$ cat src/rtl/regfile_lx_if.sv
`default_nettype none
// ============================================================================
//  Module      : regfile_lx_if
//  Description : Bus bundle between decode/writeback (master side) and the
//                regfile_lx register file (slave side). It carries the read
//                ports, the write/link ports, the scoreboard set port and
//                the status outputs.
//  Revision    : 1.0 - initial release
// ============================================================================
interface regfile_lx_if #(
    parameter int ADDR_W = 5
);
    // Read side (decode)
    logic [ADDR_W-1:0] rs;
    logic [ADDR_W-1:0] rt;
    logic [31:0]       busA;
    logic [31:0]       busB;
    logic [29:0]       jalpc;
    logic              busyA;
    logic              busyB;

    // Write side (writeback)
    logic [ADDR_W-1:0] rw;
    logic [5:0]        op;
    logic [1:0]        addr;
    logic              regWe;
    logic              r31We;
    logic [29:0]       r31;
    logic [31:0]       busW;
    logic              addrErr;

    // Scoreboard set (decode, when a load issues)
    logic              sbSet;
    logic [ADDR_W-1:0] sbIdx;

    // Pipeline side: drives indices and write data, consumes read data
    modport master (
        output rs, rt, rw, op, addr, regWe, r31We, r31, busW, sbSet, sbIdx,
        input  busA, busB, jalpc, busyA, busyB, addrErr
    );

    // Register file side
    modport slave (
        input  rs, rt, rw, op, addr, regWe, r31We, r31, busW, sbSet, sbIdx,
        output busA, busB, jalpc, busyA, busyB, addrErr
    );
endinterface
`default_nettype wire

$ cat src/rtl/regfile_lx.sv
`default_nettype none
// ============================================================================
//  Module      : regfile_lx
//  Description : Parametrised register file with two combinational read
//                ports, a jump-register target output, one write port with
//                a load-extract unit (lb/lbu/lh/lhu/lw), a link-register
//                write for jal and a per-register pending-load scoreboard.
//                Optional macro REGFILE_BYPASS_EN enables same-cycle
//                write-to-read bypass on both read ports.
//  Revision    : 1.0 - initial release
// ============================================================================
module regfile_lx #(
    parameter int ADDR_W   = 5,
    parameter int LINK_REG = 31,
    parameter int R0_ZERO  = 1
) (
    input  wire         clk,
    input  wire         rst,
    regfile_lx_if.slave bus
);

    localparam int                NREG     = 1 << ADDR_W;
    localparam logic [ADDR_W-1:0] LINK_IDX = LINK_REG[ADDR_W-1:0];
    localparam logic [ADDR_W-1:0] IDX_ZERO = '0;
    localparam bit                R0Z      = (R0_ZERO != 0);

    localparam logic [5:0] OP_LB  = 6'b100000;
    localparam logic [5:0] OP_LBU = 6'b100100;
    localparam logic [5:0] OP_LH  = 6'b100001;
    localparam logic [5:0] OP_LHU = 6'b100101;

    // State
    logic [31:0]     regs_q [NREG];
    logic [NREG-1:0] busy_q;
    logic [NREG-1:0] busy_d;
    logic            addr_err_q;
    logic            addr_err_d;

    // Write-path wires
    logic [31:0] wdata;
    logic        is_half;
    logic        misaligned;
    logic        wr_en;
    logic        link_en;
    logic [31:0] link_val;

    assign is_half    = (bus.op == OP_LH) || (bus.op == OP_LHU);
    assign misaligned = bus.regWe && is_half && bus.addr[0];
    // Misaligned halfwords and (optionally) r0 writes are dropped here
    assign wr_en      = bus.regWe && !misaligned && !(R0Z && (bus.rw == IDX_ZERO));
    assign link_en    = bus.r31We && !(R0Z && (LINK_IDX == IDX_ZERO));
    assign link_val   = {bus.r31, 2'b00};

    // Load extraction: select byte/halfword lane from busW and extend
    always_comb begin
        logic [7:0]  byte_sel;
        logic [15:0] half_sel;
        byte_sel = bus.busW[8*bus.addr +: 8];
        half_sel = bus.addr[1] ? bus.busW[31:16] : bus.busW[15:0];
        wdata    = bus.busW;
        case (bus.op)
            OP_LB:   wdata = {{24{byte_sel[7]}}, byte_sel};
            OP_LBU:  wdata = {24'd0, byte_sel};
            OP_LH:   wdata = {{16{half_sel[15]}}, half_sel};
            OP_LHU:  wdata = {16'd0, half_sel};
            default: wdata = bus.busW;
        endcase
    end

    // Scoreboard next state: clear on writeback, then set (set wins)
    always_comb begin
        busy_d = busy_q;
        if (bus.regWe) begin
            busy_d[bus.rw] = 1'b0;
        end
        if (bus.sbSet) begin
            busy_d[bus.sbIdx] = 1'b1;
        end
        if (R0Z) begin
            busy_d[0] = 1'b0;
        end
        addr_err_d = misaligned;
    end

    // Register array commit; the link write is ordered last so it wins
    always_ff @(posedge clk) begin
        if (rst) begin
            for (int i = 0; i < NREG; i++) begin
                regs_q[i] <= '0;
            end
        end else begin
            if (wr_en) begin
                regs_q[bus.rw] <= wdata;
            end
            if (link_en) begin
                regs_q[LINK_IDX] <= link_val;
            end
        end
    end

    // Scoreboard and misaligned-access pulse registers
    always_ff @(posedge clk) begin
        if (rst) begin
            busy_q     <= '0;
            addr_err_q <= 1'b0;
        end else begin
            busy_q     <= busy_d;
            addr_err_q <= addr_err_d;
        end
    end

    // Read ports
    logic [31:0] rd_a;
    logic [31:0] rd_b;
    logic        bsy_a;
    logic        bsy_b;

`ifdef REGFILE_BYPASS_EN
    // Bypassed read A: link beats regular write beats committed state
    always_comb begin
        if (R0Z && (bus.rs == IDX_ZERO)) begin
            rd_a = '0;
        end else if (link_en && (bus.rs == LINK_IDX)) begin
            rd_a = link_val;
        end else if (wr_en && (bus.rs == bus.rw)) begin
            rd_a = wdata;
        end else begin
            rd_a = regs_q[bus.rs];
        end
        bsy_a = busy_q[bus.rs]
              & ~(bus.regWe && (bus.rw == bus.rs) && !(bus.sbSet && (bus.sbIdx == bus.rs)));
        if (R0Z && (bus.rs == IDX_ZERO)) begin
            bsy_a = 1'b0;
        end
    end

    // Bypassed read B: same priority as port A
    always_comb begin
        if (R0Z && (bus.rt == IDX_ZERO)) begin
            rd_b = '0;
        end else if (link_en && (bus.rt == LINK_IDX)) begin
            rd_b = link_val;
        end else if (wr_en && (bus.rt == bus.rw)) begin
            rd_b = wdata;
        end else begin
            rd_b = regs_q[bus.rt];
        end
        bsy_b = busy_q[bus.rt]
              & ~(bus.regWe && (bus.rw == bus.rt) && !(bus.sbSet && (bus.sbIdx == bus.rt)));
        if (R0Z && (bus.rt == IDX_ZERO)) begin
            bsy_b = 1'b0;
        end
    end
`else
    // Committed-state read A
    always_comb begin
        rd_a  = regs_q[bus.rs];
        bsy_a = busy_q[bus.rs];
        if (R0Z && (bus.rs == IDX_ZERO)) begin
            rd_a  = '0;
            bsy_a = 1'b0;
        end
    end

    // Committed-state read B
    always_comb begin
        rd_b  = regs_q[bus.rt];
        bsy_b = busy_q[bus.rt];
        if (R0Z && (bus.rt == IDX_ZERO)) begin
            rd_b  = '0;
            bsy_b = 1'b0;
        end
    end
`endif

    assign bus.busA    = rd_a;
    assign bus.busB    = rd_b;
    assign bus.jalpc   = rd_a[31:2];
    assign bus.busyA   = bsy_a;
    assign bus.busyB   = bsy_b;
    assign bus.addrErr = addr_err_q;

endmodule
`default_nettype wire

$ cat src/flat_wrapper.sv
// flat-port wrapper written by rule: the top's interface ports become plain ports
module regfile_lx_flat 
#(
    parameter int ADDR_W   = 5,
    parameter int LINK_REG = 31,
    parameter int R0_ZERO  = 1
)
  (clk, rst, bus_rs, bus_rt, bus_rw, bus_op, bus_addr, bus_regWe, bus_r31We, bus_r31, bus_busW, bus_sbSet, bus_sbIdx, bus_busA, bus_busB, bus_jalpc, bus_busyA, bus_busyB, bus_addrErr);
  regfile_lx_if #(.ADDR_W(ADDR_W)) bus_i ();
  input  wire clk;
  input  wire rst;
  input wire logic [$bits(bus_i.rs)-1:0] bus_rs;
  input wire logic [$bits(bus_i.rt)-1:0] bus_rt;
  input wire logic [$bits(bus_i.rw)-1:0] bus_rw;
  input wire logic [$bits(bus_i.op)-1:0] bus_op;
  input wire logic [$bits(bus_i.addr)-1:0] bus_addr;
  input wire logic [$bits(bus_i.regWe)-1:0] bus_regWe;
  input wire logic [$bits(bus_i.r31We)-1:0] bus_r31We;
  input wire logic [$bits(bus_i.r31)-1:0] bus_r31;
  input wire logic [$bits(bus_i.busW)-1:0] bus_busW;
  input wire logic [$bits(bus_i.sbSet)-1:0] bus_sbSet;
  input wire logic [$bits(bus_i.sbIdx)-1:0] bus_sbIdx;
  output wire logic [$bits(bus_i.busA)-1:0] bus_busA;
  output wire logic [$bits(bus_i.busB)-1:0] bus_busB;
  output wire logic [$bits(bus_i.jalpc)-1:0] bus_jalpc;
  output wire logic [$bits(bus_i.busyA)-1:0] bus_busyA;
  output wire logic [$bits(bus_i.busyB)-1:0] bus_busyB;
  output wire logic [$bits(bus_i.addrErr)-1:0] bus_addrErr;
  assign bus_i.rs = bus_rs;
  assign bus_i.rt = bus_rt;
  assign bus_i.rw = bus_rw;
  assign bus_i.op = bus_op;
  assign bus_i.addr = bus_addr;
  assign bus_i.regWe = bus_regWe;
  assign bus_i.r31We = bus_r31We;
  assign bus_i.r31 = bus_r31;
  assign bus_i.busW = bus_busW;
  assign bus_i.sbSet = bus_sbSet;
  assign bus_i.sbIdx = bus_sbIdx;
  assign bus_busA = bus_i.busA;
  assign bus_busB = bus_i.busB;
  assign bus_jalpc = bus_i.jalpc;
  assign bus_busyA = bus_i.busyA;
  assign bus_busyB = bus_i.busyB;
  assign bus_addrErr = bus_i.addrErr;
  regfile_lx #(.ADDR_W(ADDR_W), .LINK_REG(LINK_REG), .R0_ZERO(R0_ZERO)) u_core (.clk(clk), .rst(rst), .bus(bus_i));
endmodule
$ cat config.mk
export PLATFORM = sky130hd
export DESIGN_NAME = regfile_lx_flat
export DESIGN_NICKNAME = d
export VERILOG_FILES = /design/src/rtl/regfile_lx_if.sv /design/src/rtl/regfile_lx.sv /design/src/flat_wrapper.sv
export SDC_FILE = /design/constraint.sdc
export NUM_CORES = 2
export LEC_CHECK = 0
export CAP_MARGIN = 20
export CORE_MARGIN = 4
export CORE_UTILIZATION = 23
export DETAILED_ROUTE_END_ITERATION = 8
export DONT_BUFFER_PORTS = 1
export PLACE_DENSITY = 0.47
export SLEW_MARGIN = 20
export SYNTH_ARGS = -nofsm -noshare
export SYNTH_HDL_FRONTEND = slang
export SYNTH_SLANG_ARGS = --single-unit
$ cat constraint.sdc
create_clock -name clk -period 4.2 [get_ports clk]
set_input_delay 0 -clock clk [delete_from_list [all_inputs] [get_ports clk]]
set_output_delay 0 -clock clk [all_outputs]
set_load 0.01 [all_outputs]
== Word-level counts from Yosys, hierarchy flattened ==
Memories as Yosys holds them, arrays and structs flattened.
Cells that the tools add are included.

* Bits of input ports: 95
* Output and inout bits: 97
* Word-level logic and storage cells: 64
* Bits in writable memories: 1024
* Bits in registers: 33
* Memories kept: 1

{| class="wikitable"
|+ Memory list
! name !! words !! width !! rd ports !! clocked after memory_dff !! write ports !! line !! text
|-
| u_core.regs_q || 32 || 32 || 2 || 0 || 32 || regfile_lx.sv:33 || <nowiki>logic [31:0] regs_q [NREG];</nowiki>
|}

* Equal/unequal tests: 5
* $lt $le $gt $ge: 6
* Reductions and logical operators: 13
* Bitwise operators: 7
* Shift operators: 1
* Muxes and demuxes: 28

{| class="wikitable"
|+ Operators with widths
! cell !! number
|-
| $mux W32 || 6
|-
| $pmux W32 S4 || 1
|-
| $and A32 B32 Y32 || 1
|-
| $not A32 Y32 || 1
|-
| $or A32 B32 Y32 || 1
|-
| $reduce_or A32 Y1 || 1
|-
| $shiftx A32 B6 Y8 || 1
|-
| $eq A6 B6 Y1 const B || 4
|-
| $lt A5 B6 Y1 const B || 4
|-
| $mux W16 || 1
|-
| $logic_not A5 Y1 || 3
|-
| $mux W1 || 15
|-
| $bmux W1 S5 || 2
|-
| $demux W1 S5 || 2
|-
| $ge A5 B1 Y1 const B || 2
|-
| $logic_and A1 B1 Y1 || 6
|-
| $eq A5 B5 Y1 const B || 1
|-
| $mux W5 || 1
|-
| $and A1 B1 Y1 || 2
|-
| $logic_not A1 Y1 || 2
|-
| $logic_or A1 B1 Y1 || 1
|-
| $not A1 Y1 || 1
|-
| $or A1 B1 Y1 || 1
|}

== Depth between registers and ports, before layout ==
* Depth in word-level cells: 13
* Depth in mapped cells: 10

== Worst setup path before layout ==
Ideal clock, no wire load.

* Kind: input to register
* Start: input rst
* End: memory u_core.regs_q[9][0] (enable)
* Path slack: 1.899 ns
* Stages: 6
* Required time: 3.806 ns
* Arrival time: 1.907 ns
* Path buffers: 2
* Path through: clkbuf_1 -> nand2b_1 -> clkbuf_1 -> nor4b_4 -> nand2_1 -> nand2b_1

{| class="wikitable"
|+ RTL lines
! item !! line !! text
|-
| start, declared || flat_wrapper.sv:11 || <nowiki>input wire rst;</nowiki>
|-
| end, declared || regfile_lx.sv:33 ||
|}

==> reports/results.ini <==
[placement]
dp.cells = 6633
post-dp-hpwl_um = 127000
io_buffers = 0
dp_slack_ps = 1240
place_congestion = 0.798

[setup_path]
crit_buf_inv = 2
cp.depth = 5
cp_data_required_time_ps = 4200
reg2regPathDepth = 4
end_kind = output port
crit_type = flop to output port
cp-start-kind = flop
crit_family = multiplexers
critPathArrivalTime_ps = 3000
path_cells = mux4_2 > mux4_2 > inv_1 > a221oi_1 > buf_4
crit_fanout = 2
cpPeakStageDelay_ps = 640
path_common_cell = mux4_2
slowest_stage = mux4_2

[yosys]
synth.distinct_cells = 45
ys.warnings.count = 0
synth_area_sq_um = 54900
synth_edf_count = 1024
syn_inst = 3693
avgSynthCellArea_sq_um = 14.9
seq_area_frac_synth = 0.571
async_flop_share = 0
ys_seq_elements = 1056
synth_ff_type = edfxtp_1

[die]
initial_utilization = 0.231
rows = 179
fp.dieArea_sq_um = 247000
coreArea_sq_um = 238000
die_x_um = 497
die_h_um = 497
ios = 192

[route]
first_iter_violations = 4149
first_pass_iters = 8
via_per_inst = 5.11
routed_wl_um = 218000
wl_per_cell_um = 31.1
drc = 0
vias = 35798
ant_nets = 0

[cells_and_area]
fin_nets = 3825
drive_gt1_frac = 0.281
areaGrowthSynthToFinish_pct = 16.6
final_cells = 7011

[timing]
setup_violations = 0
worst_slew_pin_slew_ps = 1170
hold_viol = 0
worst_hold_slack_ps = 34.3
finClkSkew_ps = 0
finalCritPeriodShare = 0.714
slew_viol_final = 0
rsz0062_at_grt = false
relSlewSlack = 0.219
worst_slack_ps = 1200
timing.final.crit_period_ps = 3000
fin_tns_setup_ps = 0
fmax_mhz = 333

[global_routing]
overflow = 0
first_global_vias = 36488
antenna_found_initial = 25
grt_first_pass_wirelength_um = 301000
grt_max_degree = 267
grt_use_total = 0.173

[clock_tree]
clock_latency_ps = 730
postCtsSetupBuffers = 0
post_cts_resized = 0
cts-root-buf = clkbuf_16
clockBufferDepth = 3
cts.clk_slew.worst_paths_ps = 60
cts_max_level = 3
cts_buffers = 112
cts_tree = built
clock-sinks = 1056
hold_buffers = 147

[power_and_ir_drop]
ir_drop_uv = 302
finalPower_mw = 26.2
pwr_density_cell_nw_per_um2 = 409
p_leak_nw = 20.8

[run]
drv_cap = 0

[min_path]
hold_depth = 3
hold_class = input port to flop

[outcome]
status = complete, no violations

-- per-stage QoR --
step	util	instance area (sq um)
final	0.269	64100
after global routing	0.269	64100
after CTS	0.269	63900
after detailed placement	0.246	58600
after global placement	0.246	58500
after floorplan	-	55100
-- placed cells by master (no fill, tap or decap), types with 4 or more instances in the layout --
master and count:
nor2_2 33, clkinvlp_4 5, a221oi_2 4, a21oi_4 16, buf_4 152, o21ai_0 64
or3_1 5, o221ai_2 4, o22a_1 6, nand2_2 25, and2_1 4, clkinv_2 24
mux2i_1 74, a221oi_1 62, buf_16 7, mux4_2 593, nor2_1 937, diode_2 20
buf_12 11, nand2b_1 5, nor3_1 5, clkbuf_16 112, and3b_1 4, dfxtp_1 32
clkbuf_1 12, edfxtp_1 1024, nand3b_1 5, dlygate4sd3_1 144, conb_1 32, inv_1 67
nand2_1 110, clkinv_1 29, a21oi_1 41, nand2b_2 30, nand3_1 10, o221ai_1 64
bufinv_16 18, a22oi_2 8
-- synthesized netlist by cell type, types with 2 or more instances --
cell      instances  area, sq um
edfxtp_1       1024        30700
nor2_1          939         3520
mux4_2          593        13400
clkbuf_1        179          672
nand2_1         135          507
buf_2           118          591
mux2i_1          74          741
o221ai_1         70          613
inv_1            67          251
a221oi_1         66          578
o21ai_0          64          320
buf_4            53          398
a21oi_1          48          240
buf_1            38          143
nand2b_1         35          219
buf_6            33          372
nor2_2           33          206
dfxtp_1          32          641
a21oi_4          10          163
nand3_1          10         50.1
a22oi_1           8         60.1
nor2b_1           6         37.5
nor3_1            6         30.0
o22a_1            6         52.6
or3_1             6         37.5
nand3b_1          5         37.5
and2_1            4         25.0
and3b_1           4         35.0
nor3b_1           4         30.0
and3_1            3         18.8
mux2_2            3         33.8
a21o_1            2         15.0
nor4b_4           2         47.6
or2_2             2         12.5
-- registers in the layout, summed over array words and instances (netlist names) --
name and count:
u_core.busy_q 31, u_core.regs_q 1024, u_core.bus.addrErr 1
-- cells by family (layout without fill, tap and decap cells) --
family / Yosys count / count (layout) / share of synthesized area
AND/OR/NAND/NOR: 1199 / 1199 / 0.0889
multiplexers: 670 / 670 / 0.257
flip-flops: 1056 / 1056 / 0.571
other: 1 / 52 / 0.0000683
buffers and inverters: 489 / 589 / 0.0444
AO/OA/AOI/OAI: 278 / 278 / 0.0381
-- worst reg2reg max path, delay by kind of cell (launching register included) --
family | cells | cell delay (ps)
flip-flops | 1 | 340
buffers and inverters | 2 | 1120
AO/OA/AOI/OAI | 2 | 220
-- layout make-up --
type / count / area (sq um)
diodes: 20 / 50.0
clock buffers: 124 / 2850
clock inverters: 84 / 963
fillers: 24131 / 174000
inverters: 67 / 251
multi-input cells: 2179 / 21600
flip-flops and latches: 1056 / 31400
well taps: 3167 / 3960
repair buffers: 314 / 3000
-- worst paths after layout --
path / from / endpoint / slack, ps
hold reg to reg: u_core.busy_q[25]$_SDFF_PP0_ / u_core.busy_q[25]$_SDFF_PP0_ / 500
hold / removal: bus_rw[2] / u_core.regs_q[12][14]$_SDFFCE_PN0P_ / 30
setup reg to reg: u_core.busy_q[3]$_SDFF_PP0_ / u_core.busy_q[3]$_SDFF_PP0_ / 2470
setup / recovery: u_core.regs_q[31][31]$_DFFE_PP_ / bus_busB[31] / 1200
-- where the power goes --
group / internal (mW) / leakage (nW) / switching, mW
Clock: 6.01 / 1.86 / 4.55
Sequential: 12.1 / 10.0 / 0.300
Combinational: 1.45 / 8.91 / 1.75
-- metal layers --
layer	part of all wire	vias to the layer above	track usage
met1	0.38	19330	0.211
met3	0.065	408	0.0252
met2	0.50	1736	0.298
li1	-	14324	-
met5	0	-	0
met4	0.056	0	0.0908
Power figures use the tool's default switching activity.
